$ cat src/rtl/huffdec_pkg.sv
// Shared constants, types and helpers for the 6-symbol Huffman decoder.
package huffdec_pkg;

  localparam int SYM_N  = 6;
  localparam int CODE_W = 5;

  typedef logic [2:0] sym_t;

  typedef enum logic {
    EMPTY,
    RUN
  } state_t;

  // Length mask (1<<len)-1 in the same form the encoder publishes.
  function automatic logic [CODE_W-1:0] len_mask(input logic [2:0] len);
    logic [CODE_W:0] w_full;
    w_full   = (CODE_W+1)'(1) << len;
    len_mask = CODE_W'(w_full - (CODE_W+1)'(1));
  endfunction

endpackage

$ cat src/rtl/huffdec_match.sv
// Combinational compare of one code-table entry against the candidate code.
module huffdec_match
  import huffdec_pkg::*;
(
  input  logic [CODE_W-1:0] i_hc,
  input  logic [CODE_W-1:0] i_mask,
  input  logic [CODE_W-1:0] i_sr,
  input  logic [2:0]        i_len,
  output logic              o_hit
);

  // An unused symbol has a zero mask and must never match.
  assign o_hit = (i_mask != '0) &&
                 (i_mask == len_mask(i_len)) &&
                 ((i_sr & i_mask) == i_hc);

endmodule

$ cat src/rtl/huffman_decoder.sv
// Serial Huffman decoder for the 6-symbol encoder's published code table.
// Optional per-symbol counters DCNT1..DCNT6 are enabled by defining HUFFDEC_CNT_EN.
module huffman_decoder
  import huffdec_pkg::*;
(
  input  logic       clk,
  input  logic       reset_n,
  input  logic       tbl_load,
  input  logic [7:0] HC1,
  input  logic [7:0] HC2,
  input  logic [7:0] HC3,
  input  logic [7:0] HC4,
  input  logic [7:0] HC5,
  input  logic [7:0] HC6,
  input  logic [7:0] M1,
  input  logic [7:0] M2,
  input  logic [7:0] M3,
  input  logic [7:0] M4,
  input  logic [7:0] M5,
  input  logic [7:0] M6,
  input  logic       bit_valid,
  input  logic       bit_data,
  output logic       tbl_ok,
  output logic       sym_valid,
  output logic [2:0] sym_data,
  output logic       err,
  output logic [7:0] sym_cnt
`ifdef HUFFDEC_CNT_EN
  ,
  output logic [7:0] DCNT1,
  output logic [7:0] DCNT2,
  output logic [7:0] DCNT3,
  output logic [7:0] DCNT4,
  output logic [7:0] DCNT5,
  output logic [7:0] DCNT6
`endif
);

  logic [CODE_W-1:0] w_hc_in [SYM_N];
  logic [CODE_W-1:0] w_m_in  [SYM_N];

  assign w_hc_in[0] = HC1[CODE_W-1:0];
  assign w_hc_in[1] = HC2[CODE_W-1:0];
  assign w_hc_in[2] = HC3[CODE_W-1:0];
  assign w_hc_in[3] = HC4[CODE_W-1:0];
  assign w_hc_in[4] = HC5[CODE_W-1:0];
  assign w_hc_in[5] = HC6[CODE_W-1:0];
  assign w_m_in[0]  = M1[CODE_W-1:0];
  assign w_m_in[1]  = M2[CODE_W-1:0];
  assign w_m_in[2]  = M3[CODE_W-1:0];
  assign w_m_in[3]  = M4[CODE_W-1:0];
  assign w_m_in[4]  = M5[CODE_W-1:0];
  assign w_m_in[5]  = M6[CODE_W-1:0];

  state_t            r_state;
  logic [CODE_W-1:0] r_hc [SYM_N];
  logic [CODE_W-1:0] r_m  [SYM_N];
  logic [CODE_W-1:0] r_sr;
  logic [2:0]        r_len;
  logic              r_tbl_ok;
  logic              r_sym_valid;
  sym_t              r_sym_data;
  logic              r_err;
  logic [7:0]        r_sym_cnt;

  logic [CODE_W-1:0] w_sr_n;
  logic [2:0]        w_len_n;
  logic [SYM_N-1:0]  w_hit;
  logic              w_any;
  sym_t              w_idx;

  assign w_sr_n  = {r_sr[CODE_W-2:0], bit_data};
  assign w_len_n = r_len + 3'd1;

  for (genvar g = 0; g < SYM_N; g++) begin : g_match
    huffdec_match u_match (
      .i_hc   (r_hc[g]),
      .i_mask (r_m[g]),
      .i_sr   (w_sr_n),
      .i_len  (w_len_n),
      .o_hit  (w_hit[g])
    );
  end

  // Scan downwards so the lowest matching index is the one left standing.
  always_comb begin
    w_any = 1'b0;
    w_idx = '0;
    for (int i = SYM_N - 1; i >= 0; i--) begin
      if (w_hit[i]) begin
        w_any = 1'b1;
        w_idx = sym_t'(i);
      end
    end
  end

`ifdef HUFFDEC_CNT_EN
  logic [7:0] r_dcnt [SYM_N];

  assign DCNT1 = r_dcnt[0];
  assign DCNT2 = r_dcnt[1];
  assign DCNT3 = r_dcnt[2];
  assign DCNT4 = r_dcnt[3];
  assign DCNT5 = r_dcnt[4];
  assign DCNT6 = r_dcnt[5];
`endif

  always_ff @(posedge clk or negedge reset_n) begin
    if (!reset_n) begin
      r_state     <= EMPTY;
      r_sr        <= '0;
      r_len       <= '0;
      r_tbl_ok    <= 1'b0;
      r_sym_valid <= 1'b0;
      r_sym_data  <= '0;
      r_err       <= 1'b0;
      r_sym_cnt   <= '0;
      for (int i = 0; i < SYM_N; i++) begin
        r_hc[i] <= '0;
        r_m[i]  <= '0;
`ifdef HUFFDEC_CNT_EN
        r_dcnt[i] <= '0;
`endif
      end
    end else begin
      r_sym_valid <= 1'b0;
      r_err       <= 1'b0;
      // A load always wins over a bit arriving on the same edge.
      if (tbl_load) begin
        r_state   <= RUN;
        r_sr      <= '0;
        r_len     <= '0;
        r_tbl_ok  <= 1'b1;
        r_sym_cnt <= '0;
        for (int i = 0; i < SYM_N; i++) begin
          r_hc[i] <= w_hc_in[i];
          r_m[i]  <= w_m_in[i];
`ifdef HUFFDEC_CNT_EN
          r_dcnt[i] <= '0;
`endif
        end
      end else if (r_state == RUN && bit_valid) begin
        if (w_any) begin
          r_sym_valid <= 1'b1;
          r_sym_data  <= w_idx + sym_t'(1);
          r_sr        <= '0;
          r_len       <= '0;
          if (r_sym_cnt != 8'hFF) r_sym_cnt <= r_sym_cnt + 8'd1;
`ifdef HUFFDEC_CNT_EN
          if (r_dcnt[w_idx] != 8'hFF) r_dcnt[w_idx] <= r_dcnt[w_idx] + 8'd1;
`endif
        end else if (w_len_n == 3'(CODE_W)) begin
          r_err <= 1'b1;
          r_sr  <= '0;
          r_len <= '0;
        end else begin
          r_sr  <= w_sr_n;
          r_len <= w_len_n;
        end
      end
    end
  end

  assign tbl_ok    = r_tbl_ok;
  assign sym_valid = r_sym_valid;
  assign sym_data  = r_sym_data;
  assign err       = r_err;
  assign sym_cnt   = r_sym_cnt;

endmodule

$ cat config.mk
export PLATFORM = sky130hd
export DESIGN_NAME = huffman_decoder
export DESIGN_NICKNAME = d
export VERILOG_FILES = /design/src/rtl/huffdec_pkg.sv /design/src/rtl/huffdec_match.sv /design/src/rtl/huffman_decoder.sv
export SDC_FILE = /design/constraint.sdc
export NUM_CORES = 1
export LEC_CHECK = 0
export CAP_MARGIN = 5
export CELL_PAD_IN_SITES_DETAIL_PLACEMENT = 0
export CELL_PAD_IN_SITES_GLOBAL_PLACEMENT = 1
export CORE_UTILIZATION = 35
export CTS_CLUSTER_DIAMETER = 200
export DETAILED_ROUTE_END_ITERATION = 12
export PLACE_DENSITY_LB_ADDON = 0.1
export SYNTH_ARGS = -nofsm -noshare
export SYNTH_HDL_FRONTEND = slang
export SYNTH_SLANG_ARGS = --single-unit
$ cat constraint.sdc
create_clock -name clk -period 3.92 [get_ports clk]
set_clock_uncertainty 0.15 [all_clocks]
set_input_delay 0.392 -clock clk [delete_from_list [all_inputs] [get_ports clk]]
set_output_delay 0.392 -clock clk [all_outputs]
set_load 0.05 [all_outputs]
==> qor.yml, run 1 <==
outcome:
  status: "completed"
floorplanning:
  fp-row-count: 41
  die_width_um: 117
  die_height_um: 117
  core_region_area_um2: 12800
  initial_utilization_pct: 36.3
  floorplan.die_area_um2: 13700
  io_pins: 115
cells_and_area:
  final_util_pct: 49.8
  area.growth.synth_to_final_pct: 37.3
  insertedDiodeCount: 0
  nNetsFinal: 663
  drive_above_1_share_pct: 27.5
run:
  cap_viol_max_count: 0
route:
  detailed_route_wire_length_per_cell_um: 16.4
  antenna_left: 0
  drt_iter0_markers: 145
  detail_route.first_pass.iterations: 4
  route.final.wire_length_um: 12000
  drcViolationCount: 0
  route.vias.total: 3640
  avgViaCountPerCell: 4.98
timing:
  slew_violations: 0
  period_minus_slack_ps: 3770
  setup-violations-final: 0
  maxSlewHeadroom_pct: 30.8
  max_freq_mhz: 265
  finalHoldViolations: 0
  tightestPinTransition_ps: 1040
  layout_worst_path_cycle_share_pct: 96.3
  worst_hold_slack_ps: 58.2
power_and_ir_drop:
  power.density_cell_area_nw_per_um2: 377
  switching_share_pct: 26.8
  power.total_mw: 2.40
  pwr-share-comb_pct: 22.8
  clock_power_share_pct: 36.3
  vdd.ir_drop.worst_v: 0.000220
  sequentialPowerShare_pct: 40.9
  static-leakage-power_nw: 2.57
  p_sw_mw: 0.641
  intPower_mw: 1.75
setup_path:
  cp_max_fo: 5
  worstPathArrival_ps: 3890
  r2r_end: "sym_cnt[7]"
  required_ps: 4040
  critPathKind: "flop to flop"
  worst_r2r_startpoint: "r_len[1]"
  timing.critical_path.to_type: "flop"
  worstRegToRegCells: 15
  ff2ff_setup_slack_ps: 150
  worstSetupStartpointType: "flop"
global_route:
  grt.total_usage_pct: 19.0
  grt_start_max_net_pins: 82
  grt_pass1_vias: 3616
  grt_antenna_before_repair: 0
  globalRoute.totalOverflow: 0
  grt_first_pass_wirelength_um: 18900
yosys:
  instance_count_of_the_mapped_netlist: 437
  synth.lib_cells_used.distinct: 55
  post_synth_main_area_contributors: "sky130_fd_sc_hd__dfrtp_1 (44%), sky130_fd_sc_hd__mux2_2 (15%), sky130_fd_sc_hd__xnor2_1 (4.7%), sky130_fd_sc_hd__nand2_1 (3.3%), sky130_fd_sc_hd__xor2_1 (3.2%)"
  yosys_warnings: 0
  number_of_nets_produced_by_synthesis: 546
  ys_async_sr_fraction_pct: 100
  synth_top_cell_area_share_pct: 43.8
  yosysSeqAreaShare_pct: 43.8
  synth.avg_cell_area_um2: 10.6
  synth_enable_flop_cells: 0
  synth-seq-cells: 81
  synth_top_flop_cell: "sky130_fd_sc_hd__dfrtp_1"
  post_synth_instance_area_um2: 4630
  synth_largest_area_cell: "sky130_fd_sc_hd__dfrtp_1"
placement:
  dpl.hpwl_um: 8770
  io_buffers: 78
  routabilityCongestion: 0.909
clock_tree:
  cts-buffers-inserted: 9
  clockRootBuffer: "sky130_fd_sc_hd__clkbuf_16"
  clkLatencyLatePin_ps: 350
  tritoncts: "yes"
  cts.reportedPaths.clkPinSlew_ps: 60
  ctsHtreeMaxLevel: 3
  cts_buffer_depth: 2
  cts.sinks: 81
hold_path:
  timing.hold.worst.class: "input pin to asynchronous set/reset pin"
-- synthesized netlist by cell type (4+ instances only) --
master and instances:
sky130_fd_sc_hd__dfrtp_1 81, sky130_fd_sc_hd__mux2_2 63, sky130_fd_sc_hd__nand2_1 41, sky130_fd_sc_hd__xnor2_1 25, sky130_fd_sc_hd__a21oi_1 22, sky130_fd_sc_hd__o21ai_0 19, sky130_fd_sc_hd__nor2_1 18, sky130_fd_sc_hd__xor2_1 17
sky130_fd_sc_hd__inv_1 14, sky130_fd_sc_hd__nand3_1 10, sky130_fd_sc_hd__nand4_1 9, sky130_fd_sc_hd__clkbuf_1 8, sky130_fd_sc_hd__ha_1 8, sky130_fd_sc_hd__nor4_1 8, sky130_fd_sc_hd__nor3b_1 7, sky130_fd_sc_hd__nor3_1 6
sky130_fd_sc_hd__or3_1 6, sky130_fd_sc_hd__or4_1 6, sky130_fd_sc_hd__and3_1 5, sky130_fd_sc_hd__buf_1 5, sky130_fd_sc_hd__buf_2 5, sky130_fd_sc_hd__o31ai_1 5, sky130_fd_sc_hd__mux2i_1 4
-- per-stage QoR --
stage | std cells | worst slack, ps | setup TNS (ps) | instance area, um2
after floorplan | 437 | 57.8 | 0 | 4630
final | 731 | 146 | 0 | 6360
after global routing | 731 | -9.59 | -17.8 | 6360
after detailed placement | 705 | -273 | -2630 | 5810
after global placement | 705 | -268 | -2070 | 5810
after CTS | 725 | 3.55 | 0 | 6190
-- placed cells by master (no fill, tap or decap), types with 4 or more instances in the layout --
cell type	Yosys	routed
sky130_fd_sc_hd__o31ai_1	5	5
sky130_fd_sc_hd__or4_1	6	4
sky130_fd_sc_hd__xor2_1	17	17
sky130_fd_sc_hd__nor3b_1	7	6
sky130_fd_sc_hd__nor4_1	8	6
sky130_fd_sc_hd__mux2_2	63	63
sky130_fd_sc_hd__xnor2_1	25	24
sky130_fd_sc_hd__clkbuf_16	0	10
sky130_fd_sc_hd__a21oi_1	22	20
sky130_fd_sc_hd__buf_4	0	45
sky130_fd_sc_hd__or3_1	6	6
sky130_fd_sc_hd__o21ai_0	19	19
sky130_fd_sc_hd__nor2_1	18	18
sky130_fd_sc_hd__nor3_1	6	4
sky130_fd_sc_hd__dfrtp_1	81	81
sky130_fd_sc_hd__clkdlybuf4s50_1	0	76
sky130_fd_sc_hd__nand2_1	41	39
sky130_fd_sc_hd__and3_1	5	5
sky130_fd_sc_hd__inv_1	14	13
sky130_fd_sc_hd__ha_1	8	5
sky130_fd_sc_hd__nand4_1	9	9
sky130_fd_sc_hd__nand3_1	10	10
-- what timing repair did --
item                       in CTS  in global routing
pin swaps                       2                  9
setup endpoints to repair      18                 10
hold buffers                    0                  0
cloned                          0                  1
gates resized for setup         4                 21
buffers inserted                4                  5
-- per-layer routing --
metal,wire length [um],global-route usage (%),vias up,part of all wire [%]
met1,5470,23.7,1731,46
met3,588,6.08,13,4.9
met5,0,0,-,0
li1,-,-,1820,-
met2,5710,31.2,76,48
met4,189,6.08,0,1.6
-- state kept, by name (all words and copies together), names as in the netlist --
signal,flops
r_len,3
err,1
sym_data,3
tbl_ok,1
r_m,30
r_hc,30
sym_cnt,8
r_sr,4
sym_valid,1
-- power by group through the flow --
stage	combinational [mW]	clock, mW	sequential (mW)
6_report	0.546	0.869	0.980
5_1_grt	0.601	0.928	0.992
4_1_cts	0.523	0.898	0.979
3_5_place_dp	0.509	0	0.995
3_3_place_gp	0.504	0	0.992
2_1_floorplan	0.298	0	0.980
-- worst max-delay path, stage by stage, from the launching register on --
cell and delay, ps:
sky130_fd_sc_hd__dfrtp_1 410, sky130_fd_sc_hd__ha_4 190, sky130_fd_sc_hd__xnor2_4 200, sky130_fd_sc_hd__nand2_2 100
sky130_fd_sc_hd__ha_4 190, sky130_fd_sc_hd__buf_12 120, sky130_fd_sc_hd__xnor2_1 130, sky130_fd_sc_hd__or4_1 450
sky130_fd_sc_hd__and3_1 210, sky130_fd_sc_hd__a2111o_1 400, sky130_fd_sc_hd__o41ai_2 70, sky130_fd_sc_hd__buf_4 190
sky130_fd_sc_hd__nor4_4 60, sky130_fd_sc_hd__buf_12 160, sky130_fd_sc_hd__or4_1 520, sky130_fd_sc_hd__a21oi_2 130
-- cells by family after synthesis --
group	Yosys count	synth area share (%)
AO/OA/AOI/OAI	73	10.3
XOR/XNOR	46	9.75
adder cells (fa/ha/maj)	8	2.16
buffers and inverters	33	2.97
flip-flops	81	43.8
multiplexers	67	16.2
AND/OR/NAND/NOR	129	14.9
-- worst max-delay path by stage --
stage	start	endpoint
2_1_floorplan	r_len[0]	sym_cnt[5]
3_3_place_gp	r_len[0]	r_sr[2]
3_5_place_dp	r_len[0]	r_sr[2]
4_1_cts	r_len[0]	sym_cnt[5]
5_1_grt	r_len[1]	sym_cnt[7]
6_report	r_len[1]	sym_cnt[7]
-- final cells by class --
| cell class | count | area (um2) |
|---|---|---|
| Tap cell | 172 | 215 |
| Fill cell | 1215 | 6410 |
| Multi-Input combinational cell | 323 | 2590 |
| Clock inverter | 2 | 35.0 |
| Clock buffer | 14 | 274 |
| Inverter | 14 | 52.6 |
| Sequential cell | 81 | 2030 |
| Timing Repair Buffer | 125 | 1170 |
No activity file was read; power rests on OpenSTA's default activity.
==> inputs of run 2 (changes only) <==
Settings changed: SYNTH_HIERARCHICAL set to 1.
==> run 2 against run 1 <==
Fmax rose by 12%. Worst hold slack better by 35 ps. Largest power group unchanged. Critical path depth decreased by 5. Wire length decreased by 13%. Critical path type unchanged. Design area down 8.5%. Core utilization shrank 3.7 points.
==> qor.yml, run 2 <==
yosys:
  synth_largest_area_cell: "sky130_fd_sc_hd__dfrtp_1"
  synth_enable_flop_cells: 0  # unchanged
  synth-seq-cells: 81  # unchanged
  yosys_warnings: 6  # +6
  post_synth_main_area_contributors: "sky130_fd_sc_hd__dfrtp_1 (45%), sky130_fd_sc_hd__mux2_2 (15%), sky130_fd_sc_hd__xor2_1 (4.8%), sky130_fd_sc_hd__nand2_1 (3.8%), sky130_fd_sc_hd__o21ai_0 (2.2%)"
  synth.avg_cell_area_um2: 11.0  # +4.1%
  synth_top_flop_cell: "sky130_fd_sc_hd__dfrtp_1"
  synthTopCellsByCount: "sky130_fd_sc_hd__dfrtp_1 (81), sky130_fd_sc_hd__mux2_2 (62), sky130_fd_sc_hd__nand2_1 (46)"
  synth_top_cell_area_share_pct: 44.7  # +0.95 points
  post-synth-top-count-cell: "sky130_fd_sc_hd__dfrtp_1"
  yosysSeqAreaShare_pct: 44.7  # +0.95 points
  synth.lib_cells_used.distinct: 46  # -16%
  instance_count_of_the_mapped_netlist: 411  # -5.9%
  post_synth_instance_area_um2: 4530  # -2.1%
  number_of_nets_produced_by_synthesis: 516  # -5.5%
  ys_async_sr_fraction_pct: 100  # unchanged
global_route:
  grt.total_usage_pct: 16.6  # -2.3 points
  grt_start_max_net_pins: 82  # unchanged
  grt_antenna_before_repair: 0  # unchanged
  grt_pass1_vias: 3230  # -11%
  grt_first_pass_wirelength_um: 16900  # -11%
  globalRoute.totalOverflow: 0  # unchanged
setup_path:
  slowest_delay_ps: 530  # about the same
  cp_max_fo: 43  # +38
  ff2ff_setup_slack_ps: 550  # +400 ps
  worstSetupStartpointType: "flop"
  critPathKind: "flop to flop"
  worstPathBufferInverterCount: 1  # -2
  r2r_end: "sym_cnt[5]"
  timing.critical_path.max_delay_family: "simple AND/OR/NAND/NOR gates"
  setup.worst_path.start: "r_len[1]"
  worst_r2r_startpoint: "r_len[1]"
  required_ps: 3990  # -50 ps
  critical_path_destination: "sym_cnt[5]"
  critical-path-slowest-cell: "sky130_fd_sc_hd__nor4b_2"
  number_of_gates_on_the_worst_path_with_buffers_counted: 10  # -5
  crit_path_cell_trace: "ha_1, xor2_2, buf_12, o21ai_0, a221oi_2, nor4b_2, nor4_2, a21o_1, nor4_1, mux2_2"
  worstPathArrival_ps: 3440  # -450 ps
  worstRegToRegCells: 10  # -5
  timing.critical_path.to_type: "flop"
cells_and_area:
  insertedDiodeCount: 0  # unchanged
  post_layout_nonfiller_instances: 673  # -7.9%
  final_common_cell: "sky130_fd_sc_hd__dfrtp_1"
  area.growth.synth_to_final_pct: 28.5
  mostFrequentLayoutCells: "sky130_fd_sc_hd__dfrtp_1 (81), sky130_fd_sc_hd__clkdlybuf4s50_1 (76), sky130_fd_sc_hd__mux2_2 (62)"
  nNetsFinal: 601  # -9.4%
  drive_above_1_share_pct: 22.6  # -5.0 points
  postLayoutCellArea_um2: 5820  # -8.5%
clock_tree:
  cts.sinks: 81  # unchanged
  clockRootBuffer: "sky130_fd_sc_hd__clkbuf_16"
  tritoncts: "yes"
  cts_buffer_depth: 2  # unchanged
  cts_post_setup_buffers_inserted: 0  # -4
  cts_resized: 0  # -4
  ctsHtreeMaxLevel: 3  # unchanged
  clkLatencyLatePin_ps: 340  # about the same
  cts-hold-fix-buffers: 0  # unchanged
  cts-buffers-inserted: 9  # unchanged
  cts.reportedPaths.clkPinSlew_ps: 70  # about the same
floorplanning:
  io_pins: 115  # unchanged
  fp-row-count: 41  # unchanged
  die_height_um: 116  # -1.1%
  core_region_area_um2: 12600  # -1.2%
  initial_utilization_pct: 35.9  # -0.34 points
  die_width_um: 116  # -1.1%
  floorplan.die_area_um2: 13400  # -2.1%
power_and_ir_drop:
  power.density_cell_area_nw_per_um2: 374  # -0.60%
  static-leakage-power_nw: 2.26  # -12%
  vdd.ir_drop.worst_v: 0.000209  # -4.8%
placement:
  place.detailed.instances: 657  # -6.8%
  routabilityCongestion: 0.771  # -15%
  dpl.hpwl_um: 6920  # -21%
  dpl_cell_area_um2: 5550  # -4.6%
  io_buffers: 78  # unchanged
timing:
  finalHoldViolations: 0  # unchanged
  setup-violations-final: 0  # unchanged
  slew_violations: 0  # unchanged
  fin_tns_setup_ps: 0  # unchanged
  period_minus_slack_ps: 3370  # -402 ps
  layout_worst_path_cycle_share_pct: 86.0  # -10 points
  max_freq_mhz: 297  # +12%
  tightestPinTransition_ps: 1080  # +37.9 ps
  maxSlewHeadroom_pct: 28.3  # -2.5 points
  unrepaired_setup_endpoints_after_global_routing: "no"
route:
  route.final.wire_length_um: 10400  # -13%
  antenna_left: 0  # unchanged
  drt_iter0_markers: 82  # -43%
  route.vias.total: 3368  # -7.5%
  drcViolationCount: 0  # unchanged
  detail_route.first_pass.iterations: 7  # +3
  avgViaCountPerCell: 5.00  # +0.50%
  detailed_route_wire_length_per_cell_um: 15.4  # -5.7%
run:
  cap_viol_max_count: 0  # unchanged
outcome:
  status: "completed"
hold_path:
  timing.hold.worst.class: "input pin to asynchronous set/reset pin"
run 2: cell types whose count changed in the layout (fill, tap and decap cells not counted), moves of 7 or more:
cell | previous run | this run
sky130_fd_sc_hd__xnor2_1 | 24 | 7
sky130_fd_sc_hd__nand2b_1 | 1 | 8
sky130_fd_sc_hd__xor2_1 | 17 | 24
sky130_fd_sc_hd__a21o_1 | 0 | 7
sky130_fd_sc_hd__buf_4 | 45 | 5
sky130_fd_sc_hd__nand2_1 | 39 | 46
run 2: area by class of cell:
class	instances	area, um2
clock buffers	12	246
clock inverters	4	28.8
fillers	1213	6800
multi-input cells	308	2420
well taps	172	215
flip-flops and latches	81	2030
inverters	12	45.0
repair buffers	84	843
run 2: metal layers:
layer | vias up | GRT usage (%) | part of all wire, %
li1 | 1675 | - | -
met1 | 1632 | 22.1 | 50
met2 | 55 | 26.6 | 46
met3 | 6 | 4.34 | 3.6
met4 | 0 | 5.13 | 0.98
met5 | - | 0 | 0
run 2: metrics by stage:
| stage | worst slack, ps | total power [mW] | hold WS (ps) | utilization, % |
|---|---|---|---|---|
| final | 548 | 2.18 | 93.4 | 46.1 |
| after global routing | 290 | 2.30 | 173 | 46.1 |
| after CTS | 538 | 2.21 | 137 | 46.1 |
| after detailed placement | 286 | 1.41 | 358 | 44.0 |
| after global placement | 301 | 1.41 | 350 | 44.0 |
| after floorplan | 275 | 1.25 | -53.6 | - |
run 2: logic make-up after synthesis:
kind of cell / after synthesis / synth area share [%]
AOI/OAI and AO/OA: 74 / 11.7
xor gates and xnor gates: 32 / 6.18
DFF: 81 / 44.7
buffers and inverters: 22 / 2.13
and+or+nand+nor: 133 / 17.8
muxes: 65 / 16.4
adders and majority gates: 4 / 1.10
run 2: how the worst min path moves through the flow:
stage	cells past startpoint	to
2_1_floorplan	0	err
3_5_place_dp	1	sym_data[2]
4_1_cts	1	r_hc[11]
5_1_grt	1	r_hc[8]
6_report	1	r_hc[11]
3_3_place_gp	1	sym_data[0]
run 2: worst register-to-register path, cell delays in order, from the launching register on:
cell                       delay, ps
sky130_fd_sc_hd__dfrtp_1         400
sky130_fd_sc_hd__ha_1            230
sky130_fd_sc_hd__xor2_2          180
sky130_fd_sc_hd__buf_12          220
sky130_fd_sc_hd__o21ai_0         150
sky130_fd_sc_hd__a221oi_2        240
sky130_fd_sc_hd__nor4b_2         530
sky130_fd_sc_hd__nor4_2          160
sky130_fd_sc_hd__a21o_1          300
sky130_fd_sc_hd__nor4_1          330
sky130_fd_sc_hd__mux2_2          360
run 2: report_power, final:
group	leakage [nW]	switching (mW)	internal (mW)	total [mW]
clock	0.129	0.337	0.447	0.784
combinational	1.15	0.187	0.223	0.411
sequential	0.986	0.0755	0.909	0.985
total	2.26	0.600	1.58	2.18
